### src/rtl/pe_pkg.sv
// Shared constants and FSM state type for the bit-shift PE datapath.
package pe_pkg;
    localparam int PE_OUT_W    = 19;
    localparam int PE_ACC_W    = 24;
    localparam int KERNEL_TAPS = 9;

    typedef enum logic [1:0] {
        IDLE  = 2'd0,
        ACCUM = 2'd1,
        HOLD  = 2'd2
    } state_t;
endpackage

### src/rtl/pe_sat_add.sv
// Combinational two's-complement adder that clips to the W-bit range
// and flags when clipping happened.
module pe_sat_add #(
    parameter int W = 24
) (
    input  logic [W-1:0] a,
    input  logic [W-1:0] b,
    output logic [W-1:0] sum,
    output logic         ovf
);
    logic [W-1:0] raw;

    assign raw = a + b;
    // Overflow only when both operands share a sign that the result lost.
    assign ovf = (a[W-1] == b[W-1]) && (raw[W-1] != a[W-1]);
    assign sum = !ovf ? raw :
                 a[W-1] ? {1'b1, {(W-1){1'b0}}} : {1'b0, {(W-1){1'b1}}};
endmodule

### src/rtl/pe_accumulator.sv
// Sums TAPS signed PE products into one saturated partial sum and hands it
// downstream over valid/ready. Define PE_ACC_RELU_EN to clamp negative results to 0.
//
// Handshake: a product moves on a rising edge where i_valid && o_ready && !i_clear;
// a result moves on a rising edge where o_valid && i_ready. o_ready depends only on
// registered state, never on i_valid or i_ready.
module pe_accumulator
    import pe_pkg::*;
#(
    parameter int IN_W  = PE_OUT_W,
    parameter int ACC_W = PE_ACC_W,
    parameter int TAPS  = KERNEL_TAPS
) (
    input  logic             clk,
    input  logic             rst,
    input  logic             i_valid,
    input  logic [IN_W-1:0]  i_calculated,
    output logic             o_ready,
    input  logic             i_clear,
    output logic             o_valid,
    input  logic             i_ready,
    output logic [ACC_W-1:0] o_sum,
    output logic             o_sat,
    output logic [1:0]       dbg_state
);
    localparam int CNT_W = 8;

    state_t           state;
    logic [ACC_W-1:0] acc;
    logic [CNT_W-1:0] cnt;
    logic             sticky;

    logic [ACC_W-1:0] in_ext;
    logic [ACC_W-1:0] add_sum;
    logic             add_ovf;
    logic [ACC_W-1:0] final_sum;
    logic             accept;
    logic             last;

    assign in_ext    = {{(ACC_W-IN_W){i_calculated[IN_W-1]}}, i_calculated};
    assign o_ready   = (state != HOLD);
    assign accept    = i_valid && o_ready && !i_clear;
    assign last      = (cnt == CNT_W'(TAPS - 1));
    assign dbg_state = state;

    // acc is held at zero outside ACCUM, so the first product lands unchanged.
    pe_sat_add #(.W(ACC_W)) u_add (
        .a   (acc),
        .b   (in_ext),
        .sum (add_sum),
        .ovf (add_ovf)
    );

`ifdef PE_ACC_RELU_EN
    assign final_sum = add_sum[ACC_W-1] ? '0 : add_sum;
`else
    assign final_sum = add_sum;
`endif

    always_ff @(posedge clk or negedge rst) begin
        if (!rst) begin
            state   <= IDLE;
            acc     <= '0;
            cnt     <= '0;
            sticky  <= 1'b0;
            o_valid <= 1'b0;
            o_sum   <= '0;
            o_sat   <= 1'b0;
        end else begin
            case (state)
                IDLE, ACCUM: begin
                    if (i_clear) begin
                        state  <= IDLE;
                        acc    <= '0;
                        cnt    <= '0;
                        sticky <= 1'b0;
                    end else if (accept) begin
                        if (last) begin
                            o_sum   <= final_sum;
                            o_sat   <= sticky | add_ovf;
                            o_valid <= 1'b1;
                            state   <= HOLD;
                        end else begin
                            acc    <= add_sum;
                            cnt    <= cnt + 8'd1;
                            sticky <= sticky | add_ovf;
                            state  <= ACCUM;
                        end
                    end
                end
                HOLD: begin
                    if (i_clear || i_ready) begin
                        state   <= IDLE;
                        acc     <= '0;
                        cnt     <= '0;
                        sticky  <= 1'b0;
                        o_valid <= 1'b0;
                    end
                    // A flush throws the result away rather than leaving it on the bus.
                    if (i_clear) begin
                        o_sum <= '0;
                        o_sat <= 1'b0;
                    end
                end
                default: state <= IDLE;
            endcase
        end
    end
endmodule
### config.mk
export PLATFORM = sky130hd
export DESIGN_NAME = pe_accumulator
export DESIGN_NICKNAME = d
export VERILOG_FILES = /design/src/rtl/pe_pkg.sv /design/src/rtl/pe_sat_add.sv /design/src/rtl/pe_accumulator.sv
export SDC_FILE = /design/constraint.sdc
export NUM_CORES = 1
export LEC_CHECK = 0
export ABC_AREA = 1
export ABC_CLOCK_PERIOD_IN_PS = 4900
export BUFFER_PORTS_ARGS = -buffer_cell sky130_fd_sc_hd__buf_4
export CAP_MARGIN = 20
export CELL_PAD_IN_SITES_DETAIL_PLACEMENT = 2
export CELL_PAD_IN_SITES_GLOBAL_PLACEMENT = 2
export CORE_MARGIN = 2
export CORE_UTILIZATION = 36
export CTS_CLUSTER_SIZE = 12
export DETAILED_ROUTE_END_ITERATION = 6
export PLACE_DENSITY_LB_ADDON = 0.1
export SLEW_MARGIN = 40
export SYNTH_ARGS = -nofsm -noshare
export SYNTH_HDL_FRONTEND = slang
export SYNTH_SLANG_ARGS = --single-unit
### constraint.sdc
create_clock -name clk -period 4.9 [get_ports clk]
set_clock_uncertainty 0.1 [all_clocks]
set_input_delay 0.98 -clock clk [delete_from_list [all_inputs] [get_ports clk]]
set_output_delay 0.98 -clock clk [all_outputs]
set_load 0.05 [all_outputs]
==> results of run 1 <==
## path summary, 6_finish.rpt
check                                 start        end  slack (ns)  cells after the start
setup / recovery           i_calculated[10]     acc[2]        1.85                     16
hold / removal                      acc[14]    acc[14]        0.38                      2
setup reg to reg                    acc[12]     acc[6]        2.21                     11
hold reg to reg                     acc[14]    acc[14]        0.38                      2
max in group asynchronous               rst  o_sum[18]        3.74                      1
min in group asynchronous               rst    acc[13]        0.48                      1
## flip-flops by register name, indices dropped and copies added (netlist names)
signal     cells
acc           24
o_sum         24
cnt            8
dbg_state      2
o_sat          1
o_valid        1
sticky         1
## worst min-delay path, delay by kind of cell, from the launching register on
family / cells / cell delay (ns)
flip-flops: 1 / 0.34
AND/OR/NAND/NOR: 2 / 0.11
## area by class of cell
class	instances	area [sq um]	area share, %
repair buffers	52	394.1	7.343
flip-flops and latches	61	1526	28.44
clock buffers	13	250.2	4.662
inverters	76	287.8	5.361
clock inverters	3	43.79	0.8159
multi-input cells	499	2650	49.37
well taps	172	215.2	4.009
## through the flow
step | std cells | hold WS (ns) | total power [W] | util [%]
2_1_floorplan | 652 | 0.3529 | 0.002550 | -
3_3_place_gp | 860 | 0.3630 | 0.003074 | 40.30
3_5_place_dp | 860 | 0.3747 | 0.003156 | 40.30
4_1_cts | 876 | 0.3890 | 0.003875 | 42.64
5_1_grt | 876 | 0.4125 | 0.004124 | 42.71
6_report | 876 | 0.3840 | 0.003823 | 42.71
## kinds of logic (layout without fill, tap and decap cells)
group | count (synthesis) | in the layout | synth area share, %
buf+inv | 92 | 144 | 9.304
flops | 61 | 61 | 33.19
simple gates | 426 | 426 | 43.58
xor+xnor | 13 | 13 | 2.476
compound gates | 34 | 34 | 4.217
fa+ha+maj | 26 | 26 | 7.236
## metal layers
metal  vias to the layer above  routed length [microns]  global-route usage [%]
met3                        34                      508                   3.759
li1                       2133                        -                       -
met5                         -                        0                       0
met2                        76                     7753                   41.93
met4                         0                      464                   10.27
met1                      2225                     6817                   30.47
## cell usage in the layout, fill, tap and decap left out, drive strengths merged, types with 4 or more instances in the layout
cell / count
nor2: 52
clkbuf: 13
nand3: 64
xor2: 4
o21ai: 8
nand4: 7
dfrtp: 61
ha: 25
nand2: 286
nand3b: 6
nor3: 6
inv: 77
a21oi: 19
buf: 52
xnor2: 9
## power by group through the flow
stage	sequential [W]	combinational [W]	clock, W
4_1_cts	0.000827	0.00237	0.000676
3_5_place_dp	0.000827	0.00233	0
2_1_floorplan	0.00110	0.00145	0
6_report	0.000824	0.00234	0.000662
3_3_place_gp	0.000819	0.00226	0
5_1_grt	0.000851	0.00258	0.000695
==> flow_summary.json, run 1 <==
{
  "setup_viol": 0,
  "avgViaCountPerCell": 5.100,
  "p_clk_share_pct": 17.3,
  "drc": 0,
  "yosysTopAreaCellShare_pct": 33.19,
  "clock-sinks": 61,
  "final_area_sq_um": 5368,
  "power_switching_w": 0.001968,
  "slowest_stage": "inv_4",
  "min_path_type": "flip-flop to flip-flop",
  "status": "finished clean",
  "syn_area_sq_um": 4599,
  "async_flop_share_pct": 100.0,
  "finalMaxSlewViolations": 0,
  "synth_top_cells_by_count": "nand2_1, inv_1, dfrtp_1",
  "place_ws_ns": 1.486,
  "pwr-share-comb_pct": 61.1,
  "drtAntennaViolNets": 0,
  "cpMostUsedCell": "nand2_1",
  "crit_type": "input pin to flip-flop",
  "avgRoutedWirePerCell_microns": 17.74,
  "avgSynthCellArea_sq_um": 7.054,
  "gr-total-overflow": 0,
  "synth_top_cell_by_area": "dfrtp_1",
  "startpoint_type": "input pin",
  "placed_area_sq_um": 5065,
  "internal_power_w": 0.001856,
  "cts_made_buffers": 9,
  "clk_pin_slew_ns": 0.05,
  "synth.distinct_cells": 37,
  "first_iter_violations": 190,
  "synthFlopType": "dfrtp_1",
  "grt_start_max_net_pins": 62,
  "cts_tree": "built",
  "hpwl_microns": 11590,
  "portBuffers": 52,
  "synth_cells": 652,
  "drive_gt1_share_pct": 17.61,
  "nets": 749,
  "fmax_ghz": 0.3280,
  "finalCritPeriodShare_pct": 62.22,
  "antenna_cells": 0,
  "yosysWarningCount": 0,
  "die_width_microns": 117.0,
  "synth_edf_count": 0,
  "synth_most_common_cell": "nand2_1",
  "routed_wl_microns": 15540,
  "leakagePower_nw": 2.985,
  "syn_nets": 702,
  "htree_num_levels": 3,
  "fin_setup_tns_ns": 0,
  "place_congestion": 0.8299,
  "power-per-cell-area_nw_per_um2": 712.3,
  "core_area_sq_um": 12570,
  "irDropWorstVdd_mv": 0.2632,
  "maxCapViolCount": 0,
  "finalWorstSetupSlack_ns": 1.851,
  "maxSlewHeadroom_pct": 46.32,
  "rows": 41,
  "grtUsageTotal_pct": 24.38,
  "finalHoldViolations": 0,
  "ys_ff_latch": 61,
  "cts_setup_buffers": 0,
  "cts-root-buf": "clkbuf_16",
  "die_y_microns": 117.0,
  "areaGrowthSynthToFinish_pct": 16.70,
  "grt_pass1_vias": 4980,
  "clock_path_buffers": 2,
  "switching_share_pct": 51.47,
  "dieArea_sq_um": 13700,
  "crit_family": "simple AND/OR/NAND/NOR gates",
  "synth.area.top_cells": "dfrtp_1, nand2_1, ha_1",
  "crit_chain": "buf_4, ha_1, nand2_1, nand2_1, inv_2, nand2_1, nand2_1, nand2_1, nand2_1, nand3_2, nand2_2, nand2_4, inv_4, nand2_1, nand3_1, nand2_1",
  "ios": 53,
  "tightest_slew_ns": 0.8052,
  "holdBufCountCts": 0,
  "nFillCells": 1584,
  "cts_resized": 0,
  "clock_latency_ns": 0.35,
  "num_vias": 4468,
  "crit_buf_inv": 3,
  "rsz0062_at_grt": "false",
  "antenna_found_initial": 0,
  "grt_pass1_wl_microns": 25250,
  "crit_arrival_ns": 3.18,
  "required_ns": 5.03,
  "period_needed_ns": 3.049,
  "first_pass_iters": 6,
  "seqPwrFrac_pct": 21.6,
  "yosysSeqAreaShare_pct": 33.19,
  "worstPathMaxFanout": 21,
  "initial_core_util_pct": 36.60,
  "crit_path_end_kind": "flip-flop",
  "cpPeakStageDelay_ns": 0.44
}
Power figures use the tool's default switching activity.
==> run 2, diff against run 1 <==
- ABC_CLOCK_PERIOD_IN_PS: 4900 -> 2500
- CORE_UTILIZATION: 36 -> 30
- clock period: 4.9 -> 2.5 ns (I/O delays scaled with it)
==> run 2 against run 1 <==
- sequential cell count unchanged
- sequential power increased by 99%
- die area increased by 19%
- sequential share of layout area down 2.7 points
- clock power rose by 110%
- largest cell class unchanged
- register-to-register slack worse by 2.0 ns
- power increased by 120%
- non-clock buffer count rose by 56
- via count grew 0.34%
- utilization shrank 3.4 points
- critical path type is now flip-flop to flip-flop
- critical endpoint is now acc[12]
==> flow_summary.json, run 2 (same netlist as run 1, synthesis figures left out) <==
{
  "grtUsageTotal_pct": 21.13,
  "p_clk_share_pct": 16.7,
  "clock_path_buffers": 2,
  "required_ns": 2.63,
  "cts_tree": "built",
  "power-per-cell-area_nw_per_um2": 1399,
  "place_ws_ns": -0.1561,
  "final_cell_mix": "nand2_1, buf_4, inv_1",
  "gr-total-overflow": 0,
  "finalMaxSlewViolations": 0,
  "stdcell_count": 948,
  "rows": 45,
  "nFillCells": 1804,
  "avgViaCountPerCell": 4.729,
  "crit_path_end_kind": "flip-flop",
  "internal_power_w": 0.004256,
  "clock-sinks": 61,
  "initial_core_util_pct": 30.48,
  "reg_top3": "acc (24), o_sum (24), cnt (8)",
  "fmax_ghz": 0.4293,
  "die_width_microns": 127.8,
  "period_needed_ns": 2.329,
  "finalHoldViolations": 0,
  "drc": 0,
  "maxCapViolCount": 0,
  "power_switching_w": 0.004042,
  "die_y_microns": 127.8,
  "antenna_found_initial": 0,
  "startpoint_type": "flip-flop",
  "regArea_sq_um": 1526,
  "place_congestion": 0.8562,
  "status": "finished clean",
  "clk_pin_slew_ns": 0.06,
  "nets": 805,
  "num_vias": 4483,
  "irDropWorstVdd_mv": 0.6044,
  "power_w": 0.008298,
  "cts-root-buf": "clkbuf_16",
  "clock_latency_ns": 0.34,
  "first_pass_iters": 4,
  "maxSlewHeadroom_pct": 68.94,
  "rsz0062_at_grt": "false",
  "avgRoutedWirePerCell_microns": 16.99,
  "drive_gt1_share_pct": 24.34,
  "tightest_slew_ns": 0.4652,
  "areaGrowthSynthToFinish_pct": 28.97,
  "cpMostUsedCell": "nand2_1",
  "antenna_cells": 0,
  "hpwl_microns": 13110,
  "cpPeakStageDelay_ns": 0.43,
  "final_common_cell": "nand2_1",
  "switching_share_pct": 48.71,
  "slowest_stage": "dfrtp_1",
  "multi_input_area_sq_um": 2683,
  "leakagePower_nw": 3.296,
  "portBuffers": 52,
  "crit_chain": "ha_1, nand2_1, nand2_1, nand2_1, nand2_1, a21oi_2, nand3_2, nand2_2, nand2_4, inv_4, buf_12, nand2_4, nand3_1, nand2_1",
  "worstPathMaxFanout": 10,
  "grt_start_max_net_pins": 33,
  "min_path_type": "input pin to flip-flop",
  "first_iter_violations": 139,
  "fin_util_pct": 39.31,
  "dieArea_sq_um": 16340,
  "core_area_sq_um": 15090,
  "cts_made_buffers": 9,
  "grt_pass1_vias": 5056,
  "routed_wl_microns": 16100,
  "drtAntennaViolNets": 0,
  "crit_type": "flip-flop to flip-flop",
  "finalWorstSetupSlack_ns": 0.1706,
  "grt_pass1_wl_microns": 26670,
  "setup_viol": 0,
  "seqPwrFrac_pct": 19.7,
  "htree_num_levels": 3,
  "dp_cells": 931,
  "ios": 53,
  "crit_arrival_ns": 2.46,
  "pwr-share-comb_pct": 63.6,
  "finalCritPeriodShare_pct": 93.17
}
run 2: cell types whose count changed in the layout (fill, tap and decap cells not counted), sizes merged:
cell	change
dlygate4sd3	+1
buf	+55
clkbuf	-2
clkinvlp	+1
bufinv	+1
run 2: stage by stage:
step / setup TNS [ns] / hold WS (ns) / area, sq um
after detailed placement: -2.876 / 0.3688 / 5560
after CTS: 0 / 0.3343 / 5894
final: 0 / 0.3389 / 5932
after global routing: 0 / 0.3531 / 5932
after global placement: -0.1976 / 0.3662 / 5540
after floorplan: 0 / 0.1044 / 4599
run 2: per-layer routing:
metal | share of wire, % | vias up | global-route usage, %
met2 | 49 | 49 | 35.83
met5 | 0 | - | 0
met1 | 47 | 2178 | 27.59
li1 | - | 2240 | -
met3 | 2.4 | 16 | 4.007
met4 | 1.9 | 0 | 5.818
run 2: path summary, 6_finish.rpt:
check	endpoint	cells past startpoint	slack [ns]	start
worst max-delay path	acc[12]	14	0.17	acc[16]
worst min-delay path	dbg_state[1]	4	0.34	i_ready
worst max register to register	acc[12]	14	0.17	acc[16]
worst min register to register	o_sum[0]	2	0.39	o_sum[0]
max in group asynchronous	cnt[0]	3	1.22	rst
min in group asynchronous	acc[13]	2	0.55	rst
run 2: timing repair:
item,4_1_cts,5_1_grt
endpoints found under the setup margin,0,6
hold buffers,1,0
setup buffers,0,0
endpoints found under the hold margin,4,0
gates resized for setup,0,4
run 2: final cells by class:
| class | instances | area share (%) |
|---|---|---|
| clock buffer | 11 | 4.092 |
| clock inverter | 5 | 1.371 |
| inverter | 76 | 4.851 |
| multi-input combinational | 499 | 45.22 |
| sequential | 61 | 25.73 |
| tap | 188 | 3.965 |
| timing repair buffer | 108 | 14.76 |
run 2: power by group through the flow:
stage	Combinational (W)	Clock (W)	Sequential, W
3_5_place_dp	0.00523	0	0.00164
2_1_floorplan	0.00284	0	0.00216
5_1_grt	0.00582	0.00146	0.00169
3_3_place_gp	0.00507	0	0.00163
4_1_cts	0.00530	0.00143	0.00164
6_report	0.00528	0.00138	0.00164
run 2: worst max-delay path, delay by kind of cell, from the launching register on:
| kind | cells | cell delay [ns] |
|---|---|---|
| AND/OR/NAND/NOR | 10 | 0.84 |
| flip-flops | 1 | 0.43 |
| adder cells (fa/ha/maj) | 1 | 0.33 |
| buffers and inverters | 2 | 0.29 |
| AO/OA/AOI/OAI | 1 | 0.20 |
==> run 3, diff against run 2 <==
- PLACE_DENSITY_LB_ADDON: 0.1 -> 0.12
==> run 3 against run 2 <==
- clock-buffer cell count up 1
- setup slack worse by 0.031 ns
- fmax down 1.3%
- critical endpoint unchanged
- largest power group unchanged
==> flow_summary.json, run 3 (same netlist as run 1, synthesis figures left out) <==
{
  "setup_viol": 0,
  "cts_made_buffers": 9,
  "drc": 0,
  "rsz0062_at_grt": "false",
  "finalCritPeriodShare_pct": 94.41,
  "die_y_microns": 127.8,
  "crit_path_end_kind": "flip-flop",
  "gr-total-overflow": 0,
  "status": "finished clean",
  "routed_wl_microns": 16010,
  "core_area_sq_um": 15090,
  "cts-root-buf": "clkbuf_16",
  "grt_start_max_net_pins": 62,
  "antenna_cells": 0,
  "leakagePower_nw": 3.183,
  "maxCapViolCount": 0,
  "holdBufCountCts": 0,
  "period_needed_ns": 2.360,
  "irDropWorstVdd_mv": 0.5833,
  "areaGrowthSynthToFinish_pct": 24.51,
  "required_ns": 2.63,
  "place_congestion": 0.8043,
  "finalHoldViolations": 0,
  "final_cell_mix": "nand2_1, buf_4, inv_1",
  "min_path_type": "input pin to asynchronous set/reset pin",
  "power-per-cell-area_nw_per_um2": 1385,
  "portBuffers": 52,
  "clock_latency_ns": 0.34,
  "drive_gt1_share_pct": 22.51,
  "grtUsageTotal_pct": 20.64,
  "reg_top3": "acc (24), o_sum (24), cnt (8)",
  "finalMaxSlewViolations": 0,
  "finalWorstSetupSlack_ns": 0.1398,
  "fmax_ghz": 0.4237,
  "clock-sinks": 61,
  "drtAntennaViolNets": 0,
  "avgViaCountPerCell": 4.820,
  "maxSlewHeadroom_pct": 59.20,
  "clock_path_buffers": 2,
  "tightest_slew_ns": 0.6120,
  "die_width_microns": 127.8,
  "grt_pass1_vias": 5058,
  "crit_arrival_ns": 2.49,
  "avgRoutedWirePerCell_microns": 17.22,
  "crit_type": "flip-flop to flip-flop",
  "hpwl_microns": 12630,
  "rows": 45,
  "clk_pin_slew_ns": 0.06,
  "fin_setup_tns_ns": 0,
  "first_iter_violations": 145,
  "num_vias": 4483,
  "htree_num_levels": 3,
  "startpoint_type": "flip-flop",
  "dieArea_sq_um": 16340,
  "first_pass_iters": 4,
  "final_common_cell": "nand2_1",
  "initial_core_util_pct": 30.48,
  "antenna_found_initial": 0,
  "worstPathMaxFanout": 3,
  "nets": 787,
  "hold_slack_ns": 0.04273,
  "grt_pass1_wl_microns": 26210,
  "place_ws_ns": -0.1435,
  "ios": 53,
  "cts_tree": "built"
}
[run 3: cell types whose count changed in the layout (fill, tap and decap cells not counted), sizes merged]
cell         change
clkinvlp         +2
clkbuf           +1
dlygate4sd3      -1
clkinv           -1
buf             -17
bufinv           -2
[run 3: layout make-up]
type	count	area (sq um)
Clock inverter	4	31.28
Tap cell	188	235.2
Sequential cell	61	1526
Fill cell	1828	9363
Inverter	76	287.8
Clock buffer	12	256.5
Timing Repair Buffer	90	729.5
Multi-Input combinational cell	499	2660
[run 3: worst paths after layout]
path,slack (ns),depth (start not counted),to,startpoint
hold reg to reg,0.38,2,acc[5],acc[5]
hold / removal,0.04,1,o_sum[10],rst
max in group asynchronous,1.82,1,acc[20],rst
min in group clk,0.34,4,dbg_state[0],i_valid
setup reg to reg,0.14,12,acc[12],acc[0]
setup / recovery,0.14,12,acc[12],acc[0]
[run 3: per-stage QoR]
| step | utilization [%] | total power [W] | cell area [sq um] | cells |
|---|---|---|---|---|
| after global routing | 37.95 | 0.008582 | 5727 | 930 |
| after CTS | 37.83 | 0.008020 | 5708 | 930 |
| after global placement | 35.92 | 0.006570 | 5420 | 914 |
| after detailed placement | 35.92 | 0.006713 | 5420 | 914 |
| after floorplan | - | 0.004998 | 4599 | 652 |
| final | 37.95 | 0.007933 | 5727 | 930 |
[run 3: routing by layer]
metal	share of wire, %	GRT usage (%)	wire, microns	vias to the layer above
met1	47	27.10	7557	2211
met3	2.1	3.172	337	10
met5	0	0	0	-
li1	-	-	-	2206
met2	50	35.61	7973	56
met4	0.90	5.236	144	0
[run 3: where the power goes]
part	internal (W)	total [W]	switching (W)
registers	0.00137	0.00163	0.000262
clock network	0.000729	0.00122	0.000492
logic	0.00186	0.00508	0.00322
[run 3: critical path, cell delays in order (launching register included)]
cell and delay, ns:
dfrtp_1 0.39, ha_1 0.23, fa_1 0.41, nand2_1 0.08, nand3_1 0.08, nand3_1 0.08, nand3_1 0.15, nand2_1 0.12
nand2_1 0.10, xnor2_2 0.25, nand2_4 0.10, nand3_1 0.11, nand2_1 0.06
[run 3: timing repair]
action	4_1_cts	5_1_grt
setup endpoints to repair	0	4
setup buffers	0	0
resized for setup	0	3
